### src/rtl/fpu_pkg.sv
// Shared FPU types and sizing for the add/sub path.
// Alignment stage constants and FSM state encoding.
package fpu_pkg;
  localparam int N_MANT = 25;
  localparam int N_EXP  = 8;
  localparam int DMAX   = N_MANT + 1;
  localparam int CW     = $clog2(DMAX + 1);

  typedef enum logic [1:0] {
    IDLE,
    SHIFT,
    DONE
  } align_state_t;
endpackage

### src/rtl/mantissa_aligner_if.sv
// Operand/result handshake bundle for the mantissa aligner.
// master drives operands and out_ready; slave is the aligner.
interface mantissa_aligner_if
  import fpu_pkg::*;
#(
  parameter int N_mant = N_MANT,
  parameter int N_exp  = N_EXP
);
  logic              in_valid;
  logic              in_ready;
  logic [N_mant-2:0] mantissa_a;
  logic [N_mant-2:0] mantissa_b;
  logic [N_exp-1:0]  expoente_a;
  logic [N_exp-1:0]  expoente_b;
  logic              out_valid;
  logic              out_ready;
  logic [N_mant-2:0] mantissa_big;
  logic [N_mant-2:0] mantissa_small;
  logic              guard;
  logic              round;
  logic              sticky;
  logic [N_exp-1:0]  expoente_out;
  logic              swapped;

  modport master (
    output in_valid, mantissa_a, mantissa_b,
    output expoente_a, expoente_b, out_ready,
    input  in_ready, out_valid,
    input  mantissa_big, mantissa_small,
    input  guard, round, sticky,
    input  expoente_out, swapped
  );

  modport slave (
    input  in_valid, mantissa_a, mantissa_b,
    input  expoente_a, expoente_b, out_ready,
    output in_ready, out_valid,
    output mantissa_big, mantissa_small,
    output guard, round, sticky,
    output expoente_out, swapped
  );
endinterface

### src/rtl/exp_comparator.sv
// Picks the larger-exponent operand and the shift distance,
// clamped so the small mantissa fully drains into sticky.
module exp_comparator
  import fpu_pkg::*;
#(
  parameter int N_exp  = N_EXP,
  parameter int N_mant = N_MANT,
  parameter int DW     = $clog2(N_mant + 2)
) (
  input  logic [N_exp-1:0] exp_a,
  input  logic [N_exp-1:0] exp_b,
  output logic             swap,
  output logic [N_exp-1:0] exp_big,
  output logic [DW-1:0]    diff
);
  logic [N_exp:0] dfull;

  always_comb begin
    swap    = exp_a < exp_b;
    exp_big = swap ? exp_b : exp_a;
    dfull   = swap ? {1'b0, exp_b} - {1'b0, exp_a}
                   : {1'b0, exp_a} - {1'b0, exp_b};
    if (dfull > (N_exp + 1)'(N_mant + 1))
      diff = DW'(N_mant + 1);
    else
      diff = dfull[DW-1:0];
  end
endmodule

### src/rtl/mantissa_aligner.sv
// Iterative pre-adder aligner: shifts the small mantissa
// right one bit per cycle, collecting guard/round/sticky.
module mantissa_aligner
  import fpu_pkg::*;
#(
  parameter int N_mant = N_MANT,
  parameter int N_exp  = N_EXP
) (
  input  logic clk,
  input  logic rst_n,
  mantissa_aligner_if.slave io
);
  localparam int DW = $clog2(N_mant + 2);
  localparam int MW = N_mant - 1;

  align_state_t     state;
  align_state_t     state_nx;
  logic             live;
  logic             accept;
  logic             swap;
  logic [N_exp-1:0] exp_big;
  logic [DW-1:0]    diff;
  logic [DW-1:0]    cnt;
  logic [N_mant:0]  sh;
  logic             stk;
  logic [MW-1:0]    big_q;
  logic [N_exp-1:0] exp_q;
  logic             swp_q;

  exp_comparator #(
    .N_exp  (N_exp),
    .N_mant (N_mant),
    .DW     (DW)
  ) u_cmp (
    .exp_a   (io.expoente_a),
    .exp_b   (io.expoente_b),
    .swap    (swap),
    .exp_big (exp_big),
    .diff    (diff)
  );

  // live keeps in_ready low through reset
  assign io.in_ready  = live && (state == IDLE);
  assign io.out_valid = (state == DONE);
  assign accept       = io.in_ready && io.in_valid;

  always_ff @(posedge clk) begin
    if (!rst_n) begin
      state <= IDLE;
      live  <= 1'b0;
    end else begin
      state <= state_nx;
      live  <= 1'b1;
    end
  end

  always_comb begin
    state_nx = state;
    unique case (state)
      IDLE:
        if (accept)
          state_nx = (diff != '0) ? SHIFT : DONE;
      SHIFT:
        if (cnt == DW'(1))
          state_nx = DONE;
      DONE:
        if (io.out_ready)
          state_nx = IDLE;
      default:
        state_nx = IDLE;
    endcase
  end

  always_ff @(posedge clk) begin
    if (!rst_n) begin
      sh    <= '0;
      stk   <= 1'b0;
      cnt   <= '0;
      big_q <= '0;
      exp_q <= '0;
      swp_q <= 1'b0;
    end else if (accept) begin
      sh    <= {swap ? io.mantissa_a : io.mantissa_b, 2'b00};
      stk   <= 1'b0;
      cnt   <= diff;
      big_q <= swap ? io.mantissa_b : io.mantissa_a;
      exp_q <= exp_big;
      swp_q <= swap;
    end else if (state == SHIFT) begin
      sh  <= sh >> 1;
      stk <= stk | sh[0];
      cnt <= cnt - 1'b1;
    end
  end

  assign io.mantissa_big   = big_q;
  assign io.mantissa_small = sh[N_mant:2];
  assign io.guard          = sh[1];
  assign io.round          = sh[0];
  assign io.sticky         = stk;
  assign io.expoente_out   = exp_q;
  assign io.swapped        = swp_q;
endmodule
### src/flat_wrapper.sv
// flat-port wrapper written by rule: the top's interface ports become plain ports
module mantissa_aligner_flat import fpu_pkg::*;
#(
  parameter int N_mant = N_MANT,
  parameter int N_exp  = N_EXP
)
  (clk, rst_n, io_in_valid, io_mantissa_a, io_mantissa_b, io_expoente_a, io_expoente_b, io_out_ready, io_in_ready, io_out_valid, io_mantissa_big, io_mantissa_small, io_guard, io_round, io_sticky, io_expoente_out, io_swapped);
  mantissa_aligner_if #(.N_mant(N_mant), .N_exp(N_exp)) io_i ();
  input  logic clk;
  input  logic rst_n;
  input wire logic [$bits(io_i.in_valid)-1:0] io_in_valid;
  input wire logic [$bits(io_i.mantissa_a)-1:0] io_mantissa_a;
  input wire logic [$bits(io_i.mantissa_b)-1:0] io_mantissa_b;
  input wire logic [$bits(io_i.expoente_a)-1:0] io_expoente_a;
  input wire logic [$bits(io_i.expoente_b)-1:0] io_expoente_b;
  input wire logic [$bits(io_i.out_ready)-1:0] io_out_ready;
  output wire logic [$bits(io_i.in_ready)-1:0] io_in_ready;
  output wire logic [$bits(io_i.out_valid)-1:0] io_out_valid;
  output wire logic [$bits(io_i.mantissa_big)-1:0] io_mantissa_big;
  output wire logic [$bits(io_i.mantissa_small)-1:0] io_mantissa_small;
  output wire logic [$bits(io_i.guard)-1:0] io_guard;
  output wire logic [$bits(io_i.round)-1:0] io_round;
  output wire logic [$bits(io_i.sticky)-1:0] io_sticky;
  output wire logic [$bits(io_i.expoente_out)-1:0] io_expoente_out;
  output wire logic [$bits(io_i.swapped)-1:0] io_swapped;
  assign io_i.in_valid = io_in_valid;
  assign io_i.mantissa_a = io_mantissa_a;
  assign io_i.mantissa_b = io_mantissa_b;
  assign io_i.expoente_a = io_expoente_a;
  assign io_i.expoente_b = io_expoente_b;
  assign io_i.out_ready = io_out_ready;
  assign io_in_ready = io_i.in_ready;
  assign io_out_valid = io_i.out_valid;
  assign io_mantissa_big = io_i.mantissa_big;
  assign io_mantissa_small = io_i.mantissa_small;
  assign io_guard = io_i.guard;
  assign io_round = io_i.round;
  assign io_sticky = io_i.sticky;
  assign io_expoente_out = io_i.expoente_out;
  assign io_swapped = io_i.swapped;
  mantissa_aligner #(.N_mant(N_mant), .N_exp(N_exp)) u_core (.clk(clk), .rst_n(rst_n), .io(io_i));
endmodule
### config.mk
export PLATFORM = sky130hd
export DESIGN_NAME = mantissa_aligner_flat
export DESIGN_NICKNAME = d
export VERILOG_FILES = /design/src/rtl/fpu_pkg.sv /design/src/rtl/mantissa_aligner_if.sv /design/src/rtl/exp_comparator.sv /design/src/rtl/mantissa_aligner.sv /design/src/flat_wrapper.sv
export SDC_FILE = /design/constraint.sdc
export NUM_CORES = 1
export LEC_CHECK = 0
export ABC_CLOCK_PERIOD_IN_PS = 3800
export CAP_MARGIN = 30
export CORE_UTILIZATION = 41
export CTS_CLUSTER_DIAMETER = 60
export DETAILED_ROUTE_END_ITERATION = 16
export PLACE_DENSITY = 0.73
export SKIP_LAST_GASP = 1
export SYNTH_ARGS = -nofsm -noshare
export SYNTH_HDL_FRONTEND = slang
export SYNTH_SLANG_ARGS = --single-unit
### constraint.sdc
create_clock -name clk -period 3.8 [get_ports clk]
set_input_delay 0.76 -clock clk [delete_from_list [all_inputs] [get_ports clk]]
set_output_delay 0.76 -clock clk [all_outputs]
set_load 0.005 [all_outputs]
==> results of run 1 <==
[worst min-delay path, delay by kind of cell (launching register included)]
| kind | cells | cell delay [ps] |
|---|---|---|
| flops | 1 | 320 |
| simple gates | 1 | 60 |
| compound gates | 1 | 50 |
[cell usage after synthesis, drive strengths merged, types with 3 or more instances]
master and count:
a211oi 3, a21o 5, a21oi 20, a311oi 50
a31oi 10, and2 3, and3 19, buf 7
clkbuf 33, dfxtp 68, ha 18, inv 24
nand2 160, nand3 5, nor2 45, o21ai 9
o221ai 8, xnor2 7
[power breakdown]
group          leakage (nW)  switching (mW)  total [mW]  internal [mW]
clock                 0.120           0.293       0.730          0.437
combinational          1.59           0.337       0.672          0.335
sequential            0.560          0.0422       0.817          0.775
total                  2.27           0.671        2.22           1.55
[per-layer routing]
| metal | part of all wire [%] | wire length [um] | vias to the layer above | track usage (%) |
|---|---|---|---|---|
| li1 | - | - | 2099 | - |
| met1 | 45 | 5420 | 1972 | 30.6 |
| met2 | 47 | 5630 | 132 | 38.6 |
| met3 | 5.3 | 640 | 19 | 6.17 |
| met4 | 2.3 | 279 | 0 | 8.81 |
| met5 | 0 | 0 | - | 0 |
[worst max-delay path by stage]
| stage | depth (start not counted) | from | to | slack (ps) |
|---|---|---|---|---|
| after floorplan | 11 | io_expoente_b[6] | u_core.cnt[1]$_SDFFE_PN0P_ | 600 |
| after global placement | 11 | io_expoente_b[6] | u_core.cnt[1]$_SDFFE_PN0P_ | 80 |
| after detailed placement | 11 | io_expoente_b[6] | u_core.cnt[1]$_SDFFE_PN0P_ | -50 |
| after CTS | 11 | io_expoente_b[6] | u_core.cnt[1]$_SDFFE_PN0P_ | 320 |
| after global routing | 11 | io_expoente_b[6] | u_core.cnt[0]$_SDFFE_PN0P_ | 190 |
| final | 11 | io_expoente_b[6] | u_core.cnt[1]$_SDFFE_PN0P_ | 290 |
[cells by family after synthesis]
kind of cell             Yosys count  share of synthesized area, %
AND/OR/NAND/NOR                  243                          25.4
AO/OA/AOI/OAI                    121                          24.2
flip-flops                        68                          34.3
buffers and inverters             65                          6.36
adder cells (fa/ha/maj)           20                          6.68
XOR/XNOR                           9                          1.98
multiplexers                       4                          1.16
[area by class of cell]
class	count	area (sq um)
multi-input cells	397	2370
clock inverters	6	113
repair buffers	150	1470
fillers	875	3630
inverters	25	95.1
clock buffers	10	128
well taps	129	161
flip-flops and latches	68	1360
[through the flow]
| step | util, % | setup WS (ps) | hold slack [ps] | cell area [sq um] |
|---|---|---|---|---|
| global route | 61.1 | 195 | 511 | 5700 |
| global placement | 58.3 | 76.6 | 456 | 5430 |
| floorplan | - | 602 | 460 | 3970 |
| CTS | 61.1 | 317 | 480 | 5700 |
| finish | 61.1 | 295 | 480 | 5700 |
| detailed placement | 58.6 | -45.7 | 460 | 5460 |
[registers in the layout, summed over array words and instances, names as in the netlist]
name / cells
u_core.cnt: 5
u_core.state: 2
u_core.io.swapped: 1
u_core.io.sticky: 1
u_core.io.expoente_out: 8
u_core.live: 1
u_core.sh: 26
u_core.io.mantissa_big: 24
[layout by cell type, fill, tap and decap left out, types with 5 or more instances in the layout]
cell type	instances
dfxtp_1	68
clkdlybuf4s50_1	129
buf_4	20
and3_1	19
o21ai_0	8
o221ai_1	8
clkbuf_8	9
a31oi_1	10
a21o_1	5
nor2_1	45
a21oi_1	18
inv_1	23
ha_1	18
nand2_1	160
a311oi_1	50
xnor2_1	7
nand3_1	5
==> metrics.yaml, run 1 <==
grt:
  grt_max_degree: 49
  overflow: 0
  gr-usage-all-layers_pct: 23.9
  grt_pass1_wl_um: 19100
  first_global_vias: 4001
  antenna_found_initial: 0
finish:
  insertedDiodeCount: 0
  drive_above_1_share_pct: 7.62
  area_growth_pct: 43.5
  fin_nets: 739
  final_cells: 785
flow_run:
  max_cap_viol_count: 0
critical_path:
  timing.rr.start: "u_core.state[0]$_SDFFE_PN0P_"
  cpPeakStageDelay_ps: 500
  required_ps: 4050
  worstRegToRegCells: 7
  slowest_stage: "clkdlybuf4s50_1"
  cp_cell_sequence: "clkdlybuf4s50_1 > inv_1 > ha_1 > a21oi_2 > o221a_4 > a21bo_2 > a211oi_1 > mux2_4 > a221oi_4 > nand2_1 > o211a_1"
  crit_path_start_kind: "primary input"
  cp_num_buf_inv: 2
  r2r_setup_slack_ps: 1770
  critPathTopFamily: "compound AO/OA/AOI/OAI gates"
  worstSetupPathType: "in2reg"
  r2r-end: "u_core.cnt[2]$_SDFFE_PN0P_"
  cp_max_fo: 5
  end_kind: "register"
  critPathArrivalTime_ps: 3750
placement:
  gp_congestion: 0.836
  hpwlAfterDp_um: 8680
  dp_cells: 769
  numPortBuffers: 129
clock_network:
  clk_pin_slew_ps: 70
  cts-root-buf: "clkbuf_8"
  post_cts_buffers: 0
  clock-sinks: 68
  cts_buffers: 9
  clkLatencyLatePin_ps: 360
  cts_tree: "yes"
  htreeDepth: 3
  cts_hold_buf: 0
  ctsResizeCount: 0
  cts_buffer_depth: 2
sta:
  setup_viol: 0
  hold_viol_final: 0
  relSlewSlack_pct: 30.3
  finalCritPeriodShare_pct: 92.2
  clock_skew_ps: 11.0
  final-max-slew-violation-count: 0
  fin_crit_ps: 3510
  tns_ps: 0
  fmax_mhz: 285
  worst_pin_slew_ps: 1040
  rsz0062_at_grt: "no"
min_path:
  min_from: "u_core.sh[1]$_SDFFE_PP0P_"
  hold_depth: 2
  min_to: "u_core.sh[0]$_SDFFE_PP0P_"
  hold_path.class: "reg2reg"
die:
  die_x_um: 100
  start_util_pct: 42.6
  fp.dieH_um: 100
  top_level_ports: 130
  core-area_sq_mm: 0.00933
  rows: 35
  die-area_sq_mm: 0.0101
logic_synthesis:
  synth_edf_count: 0
  synth_warnings: 0
  avgSynthCellArea_sq_um: 7.50
  yosys_most_used_dff: "dfxtp_1"
  synth_seq_cells: 68
  syn_nets: 618
  ys_seq_area_share_pct: 34.3
  synth_top_cell_by_area: "dfxtp_1"
  syn_inst: 530
  yosys-top-cells-area: "dfxtp_1, nand2_1, a311oi_1, ha_1, nor2_1"
  synth_cell_types: 52
  synth_top_area_share_pct: 34.3
  synthArstFlopShare_pct: 0
  syn_area_sq_mm: 0.00397
detailed_routing:
  wire_per_inst_um: 15.2
  viasPerCell: 5.38
  wl_um: 12000
  ant_nets: 0
  vias: 4222
  route.detailed.drc: 0
  dr.pass1.iters: 4
  drtIter0Drc: 201
pwr:
  power.density_mw_per_mm2: 389
  p_leak_nw: 2.27
  finalPower_mw: 2.22
  ir_drop_uv: 229
outcome:
  status: "complete, no violations"
No activity file was read; power rests on OpenSTA's default activity.
==> inputs of run 2 (changes only) <==
--- a/config.mk
+++ b/config.mk
@@ -10,6 +10,7 @@
 export CORE_UTILIZATION = 41
 export CTS_CLUSTER_DIAMETER = 60
 export DETAILED_ROUTE_END_ITERATION = 16
+export HOLD_SLACK_MARGIN = 0.12
 export PLACE_DENSITY = 0.73
 export SKIP_LAST_GASP = 1
 export SYNTH_ARGS = -nofsm -noshare
==> results of run 2 <==
Same layout as run 1: the final DEF is identical, and so are final timing and power.
==> RTL edit 1, RTL diff (config.mk and constraints of run 1) <==
The 3 states of `align_state_t` get a one-hot encoding in 3 bits.
--- a/src/rtl/fpu_pkg.sv
+++ b/src/rtl/fpu_pkg.sv
@@ -8,6 +8,6 @@
 
-  typedef enum logic [1:0] {
-    IDLE,
-    SHIFT,
-    DONE
+  typedef enum logic [2:0] {
+    IDLE  = 3'b001,
+    SHIFT = 3'b010,
+    DONE  = 3'b100
   } align_state_t;
Check against the original RTL: same outputs for any inputs over 10 cycles, from zero or initial values and one cycle with rst_n low; not proved beyond that.
==> RTL edit 1 against run 1 <==
- wire length is 0.80% lower
- clock skew is 2.4 ps lower
- sequential cell count rose by 1
- largest cell class unchanged
- final area fell by 2.0%
- clock power is 19% lower
- critical path type unchanged
- via count up 0.66%
- synthesized area increased by 0.91%
- combinational power down 15%
- setup slack improved by 35 ps
- total power shrank 11%
- first-iteration DRC count is 2.5% higher
- utilization fell by 1.5 points
==> RTL edit 1: results (changes against run 1) <==
** Run status
- Run status :: complete, no violations

** Setup path
- The setup slack of the most critical reg-to-reg path came to 1100 ps (-670 ps).
- CP startpoint :: io_expoente_b[0]
- Following the worst setup path forward leads to its endpoint at u_core.cnt[0].
- The worst stage delay on the critical path came to 460 ps (-40 ps).
- The count of cells along the worst register-to-register path is 6 (-1).
- The worst register-to-register path ends at u_core.sh[5].
- The largest fanout of any net on the critical path is 4 (-1).

** Final layout
- The ratio of cells with drive above 1 in the final layout came to 0.0644 (-0.0119).
- Filler cell count in the final layout :: 900 (+2.9%)
- Register ranked first by flip-flop count :: u_core.sh
- Number of nets in the layout :: 721 (-2.4%)

** Synthesis
- Xor and xnor area share after synthesis :: 0.0131 (-0.00673)
- The fraction of synthesized area in multiplexers was 0.0112 (-0.000417).
- The distinct cell type count after synthesis was 59 (+13%).
- Post-synthesis share of cell area spent on full adders, half adders and majority gates :: 0.0661 (-0.000604)
- Area fraction in compound gates after synthesis :: 0.249 (+0.00686)
- Post-synth top cells :: sky130_fd_sc_hd__nand2_1, sky130_fd_sc_hd__dfxtp_1, sky130_fd_sc_hd__a311oi_1, sky130_fd_sc_hd__nor2_1, sky130_fd_sc_hd__inv_1

** Power
- The static power due to leakage is 2.22 nW (-2.3%).

** Placed design
- The final weighted congestion of routability-driven global placement came to 0.985 (+18%).
- Detailed Place HPWL :: 8600 µm (-0.98%)

** Detailed routing
- The first-pass iteration count of the detailed router came to 7 (+3).
- The average wire per standard cell was 15.5 µm (+1.7%).
- The number of DRC violations after detailed-routing iteration 0 is 206 (+2.5%).

** Global route
- The via count of the first global-routing pass was 4088 (+2.2%).
- The largest net degree at the start of global routing is 68 (+39%).
- The met2 track utilization from global routing was 0.408 (+0.0221).
- Global-route total usage across every layer :: 0.232 (-0.00623)
- Met1 capacity usage during global routing :: 0.272 (-0.0337)
- First-pass GRT wire length :: 18900 µm (-1.2%)
- The global routing usage on met3 was 0.0527 (-0.00902).

** STA
- The post-route clock skew is 8.57 ps (-2.42 ps).

** Clock network
- Clock latency reported for the late side of the worst-skew pair :: 340 ps (-20 ps)
## RTL edit 1: how the worst min path moves through the flow
stage / from / endpoint / slack (ps) / cells past startpoint
after floorplan: u_core.io.swapped / u_core.io.swapped / 450 / 2
after global placement: u_core.io.swapped / u_core.io.swapped / 440 / 2
after detailed placement: u_core.io.swapped / u_core.io.swapped / 460 / 2
after CTS: u_core.io.swapped / u_core.io.swapped / 470 / 2
after global routing: u_core.io.swapped / u_core.io.swapped / 490 / 2
final: u_core.io.swapped / u_core.io.swapped / 470 / 2
## RTL edit 1: stage by stage
step	setup WS (ps)	area [µm²]	std cells	utilization	hold slack [ps]
after detailed placement	5.51	5400	751	0.576	461
after global placement	139	5390	750	0.575	445
after floorplan	709	4010	520	-	453
after global routing	185	5590	766	0.596	490
final	330	5590	766	0.596	465
after CTS	358	5590	766	0.596	471
## RTL edit 1: worst min-delay path: stages, from the launching register on
cell and delay [ps]:
sky130_fd_sc_hd__dfxtp_1 310, sky130_fd_sc_hd__nand2_1 50, sky130_fd_sc_hd__a21oi_1 60
## RTL edit 1: metal layers
metal | share of wire | vias up
met5 | 0 | -
met4 | 0.025 | 0
met3 | 0.070 | 23
met2 | 0.48 | 169
met1 | 0.43 | 1994
li1 | - | 2064
## RTL edit 1: layout make-up
| type | instances | area [µm²] | share of cell area |
|---|---|---|---|
| Multi-Input combinational cell | 381 | 2340 | 0.418 |
| Timing Repair Buffer | 142 | 1410 | 0.252 |
| Sequential cell | 69 | 1380 | 0.247 |
| Tap cell | 129 | 161 | 0.0289 |
| Clock buffer | 9 | 124 | 0.0222 |
| Inverter | 30 | 113 | 0.0202 |
| Clock inverter | 6 | 65.1 | 0.0116 |
## RTL edit 1: kinds of logic after synthesis
logic type | Yosys count
flip-flops | 69
multiplexers | 4
AND/OR/NAND/NOR | 223
buffers and inverters | 70
adder cells (fa/ha/maj) | 20
AO/OA/AOI/OAI | 128
XOR/XNOR | 6
## RTL edit 1: report_power, final
group / switching, mW / internal (mW)
registers: 0.0345 / 0.775
logic: 0.291 / 0.282
clock network: 0.291 / 0.299
total: 0.617 / 1.36
==> RTL edit 2, RTL diff (flow settings as in run 1) <==
Made on the original files. Set the package constant `N_EXP` to 16 (it was 8).
--- a/src/rtl/fpu_pkg.sv
+++ b/src/rtl/fpu_pkg.sv
@@ -4,3 +4,3 @@
   localparam int N_MANT = 25;
-  localparam int N_EXP  = 8;
+  localparam int N_EXP  = 16;
   localparam int DMAX   = N_MANT + 1;
Interface: changed (resized io_expoente_a, io_expoente_b and io_expoente_out); port bits go from 130 to 154. No check against the original RTL was run, so the function may have changed too.
==> RTL edit 2 against run 1 <==
- sequential cell count rose by 8
- total power rose by 24%
- via count rose by 43%
- final area rose by 36%
- wire length rose by 43%
- setup slack got worse by 63 ps
- synthesized area rose by 39%
- critical path type unchanged
- highest routed layer unchanged
==> RTL edit 2: results (changes against run 1) <==
** Run status
- Run status :: complete, no violations

** Synthesis
- Ranked by instance count, the synthesized netlist is headed by sky130_fd_sc_hd__nand2_1, sky130_fd_sc_hd__dfxtp_1, sky130_fd_sc_hd__a311oi_1, sky130_fd_sc_hd__nor2_1, sky130_fd_sc_hd__inv_1.
- The total nets after synthesis is 875 (+42%).
- Async set-or-reset flop fraction in the synthesized netlist :: 0 (unchanged)
- The number of synthesis warnings came to 0 (unchanged).
- Most common flop cell mapped by yosys :: sky130_fd_sc_hd__dfxtp_1
- The register area share after synthesis came to 0.276 (-0.0669).
- Sorting the synthesized cells by area gives the leading types as sky130_fd_sc_hd__dfxtp_1, sky130_fd_sc_hd__nand2_1, sky130_fd_sc_hd__a311oi_1.
- The distinct cell type count after synthesis is 69 (+33%).

** STA
- Rel. slew slack :: 0.595 (+0.292)
- The post-route clock skew was 8.19 ps (-2.80 ps).

** Final layout
- Number of flip-flops under the largest register name :: 26 (unchanged)
- Diodes inserted :: 0 (unchanged)
- Register ranked first by flip-flop count :: u_core.sh
- The filler cell count came to 1236 (+41%).
- Number of nets in the layout :: 1036 (+40%)
- The ratio of cells with drive above 1 in the final layout was 0.0999 (+0.0237).

** Global route
- First-pass GRT wire length :: 28000 µm (+47%)
- The total global routing track utilization is 0.246 (+0.00786).
- The largest net degree at the start of global routing is 57 (+16%).
- Antenna violations before repair :: 0 (unchanged)
- The via count of the first global-routing pass was 5570 (+39%).

** Detailed routing
- First-pass DRT Iterations :: 5 (+1)
- Via density :: 5.51 (+2.4%)
- The average wire per standard cell was 15.6 µm (+2.6%).
- 1st-iter DRT viols :: 493 (+150%)

** Hold path
- The cell depth of the worst hold path was 2 (unchanged).
- Kind of path behind the tightest hold check :: reg -> reg

** Power
- The static power due to leakage is 3.14 nW (+38%).
- Largest voltage drop on the vdd net :: 0.237 mV (+3.6%)

** Clock network
- The number of buffers added by the clock tree synthesis step is 9 (unchanged).
- Clock transition at path regs :: ~60 ps
- Clock latency reported for the late side of the worst-skew pair :: 340 ps (-20 ps)
- The root buffer cell chosen for the clock tree is sky130_fd_sc_hd__clkbuf_16.
- Number of buffers on the longest clock path :: 2 (unchanged)
- The H-tree depth reported by CTS was 3 (unchanged).

** Placed design
- The final weighted congestion of routability-driven global placement was 0.951 (+14%).
- Count of buffers from port buffering :: 153 (+19%)
- Placement-stage cell area :: 7440 µm² (+36%)
- The post-DP HPWL is 12700 µm (+46%).

** Setup path
- The largest fanout of any net on the critical path is 9 (+4).
- The arrival time at the worst endpoint was 3760 ps (about the same).
- Number of cells on the worst reg-to-reg path :: 5 (-2)
==> RTL edit 2: stage by stage <==
step                      utilization  instances  worst slack, ps
after CTS                       0.586       1097              237
final                           0.586       1097              232
after detailed placement        0.564       1081             -116
after global routing            0.586       1097            -12.1
after global placement          0.564       1081            -44.3
after floorplan                     -        755              758
==> RTL edit 2: power breakdown <==
| part | switching [mW] | total, mW | internal, mW |
|---|---|---|---|
| clock network | 0.369 | 0.849 | 0.480 |
| registers | 0.0454 | 0.912 | 0.867 |
| logic | 0.512 | 0.999 | 0.487 |
==> RTL edit 2: path summary, 6_finish.rpt <==
path                            slack [ps]               from                         to
worst max-delay path                   230  io_expoente_b[10]              u_core.cnt[3]
worst max register to register        1630    u_core.state[1]  u_core.io.expoente_out[7]
worst min-delay path                   450  u_core.io.swapped          u_core.io.swapped
worst min register to register         450  u_core.io.swapped          u_core.io.swapped
==> RTL edit 2: area by class of cell <==
class | instances | area share
clock buffer | 11 | 0.0327
clock inverter | 5 | 0.00453
inverter | 39 | 0.0189
multi-input combinational | 583 | 0.465
sequential | 76 | 0.197
tap | 176 | 0.0285
timing repair buffer | 207 | 0.254
==> RTL edit 2: cells by family after synthesis <==
family,share of synthesized area
compound gates,0.270
flops,0.276
xor+xnor,0.0365
buf+inv,0.0753
simple gates,0.251
fa+ha+maj,0.0843
mux,0.00725
==> RTL edit 2: routing by layer <==
| metal | track usage | vias up | share of wire |
|---|---|---|---|
| li1 | - | 2987 | - |
| met1 | 0.333 | 2838 | 0.46 |
| met2 | 0.397 | 190 | 0.47 |
| met3 | 0.0296 | 27 | 0.047 |
| met4 | 0.0986 | 0 | 0.021 |
| met5 | 0 | - | 0 |
==> RTL edit 2: repair_timing <==
| item | in CTS | in global routing |
|---|---|---|
| hold buffers | 0 | 0 |
| buffers inserted | 0 | 0 |
| setup endpoints to repair | 0 | 6 |
| resized for setup | 0 | 2 |
==> RTL edit 2: worst max-delay path: stages <==
cell and delay, ps:
sky130_fd_sc_hd__clkdlybuf4s50_1 510, sky130_fd_sc_hd__inv_1 60, sky130_fd_sc_hd__ha_1 360, sky130_fd_sc_hd__a21oi_1 280, sky130_fd_sc_hd__o21ai_2 140, sky130_fd_sc_hd__a221oi_4 340, sky130_fd_sc_hd__o311ai_4 250, sky130_fd_sc_hd__buf_4 220
sky130_fd_sc_hd__o41ai_2 300, sky130_fd_sc_hd__and3_1 230, sky130_fd_sc_hd__and3_4 220, sky130_fd_sc_hd__a31oi_1 80
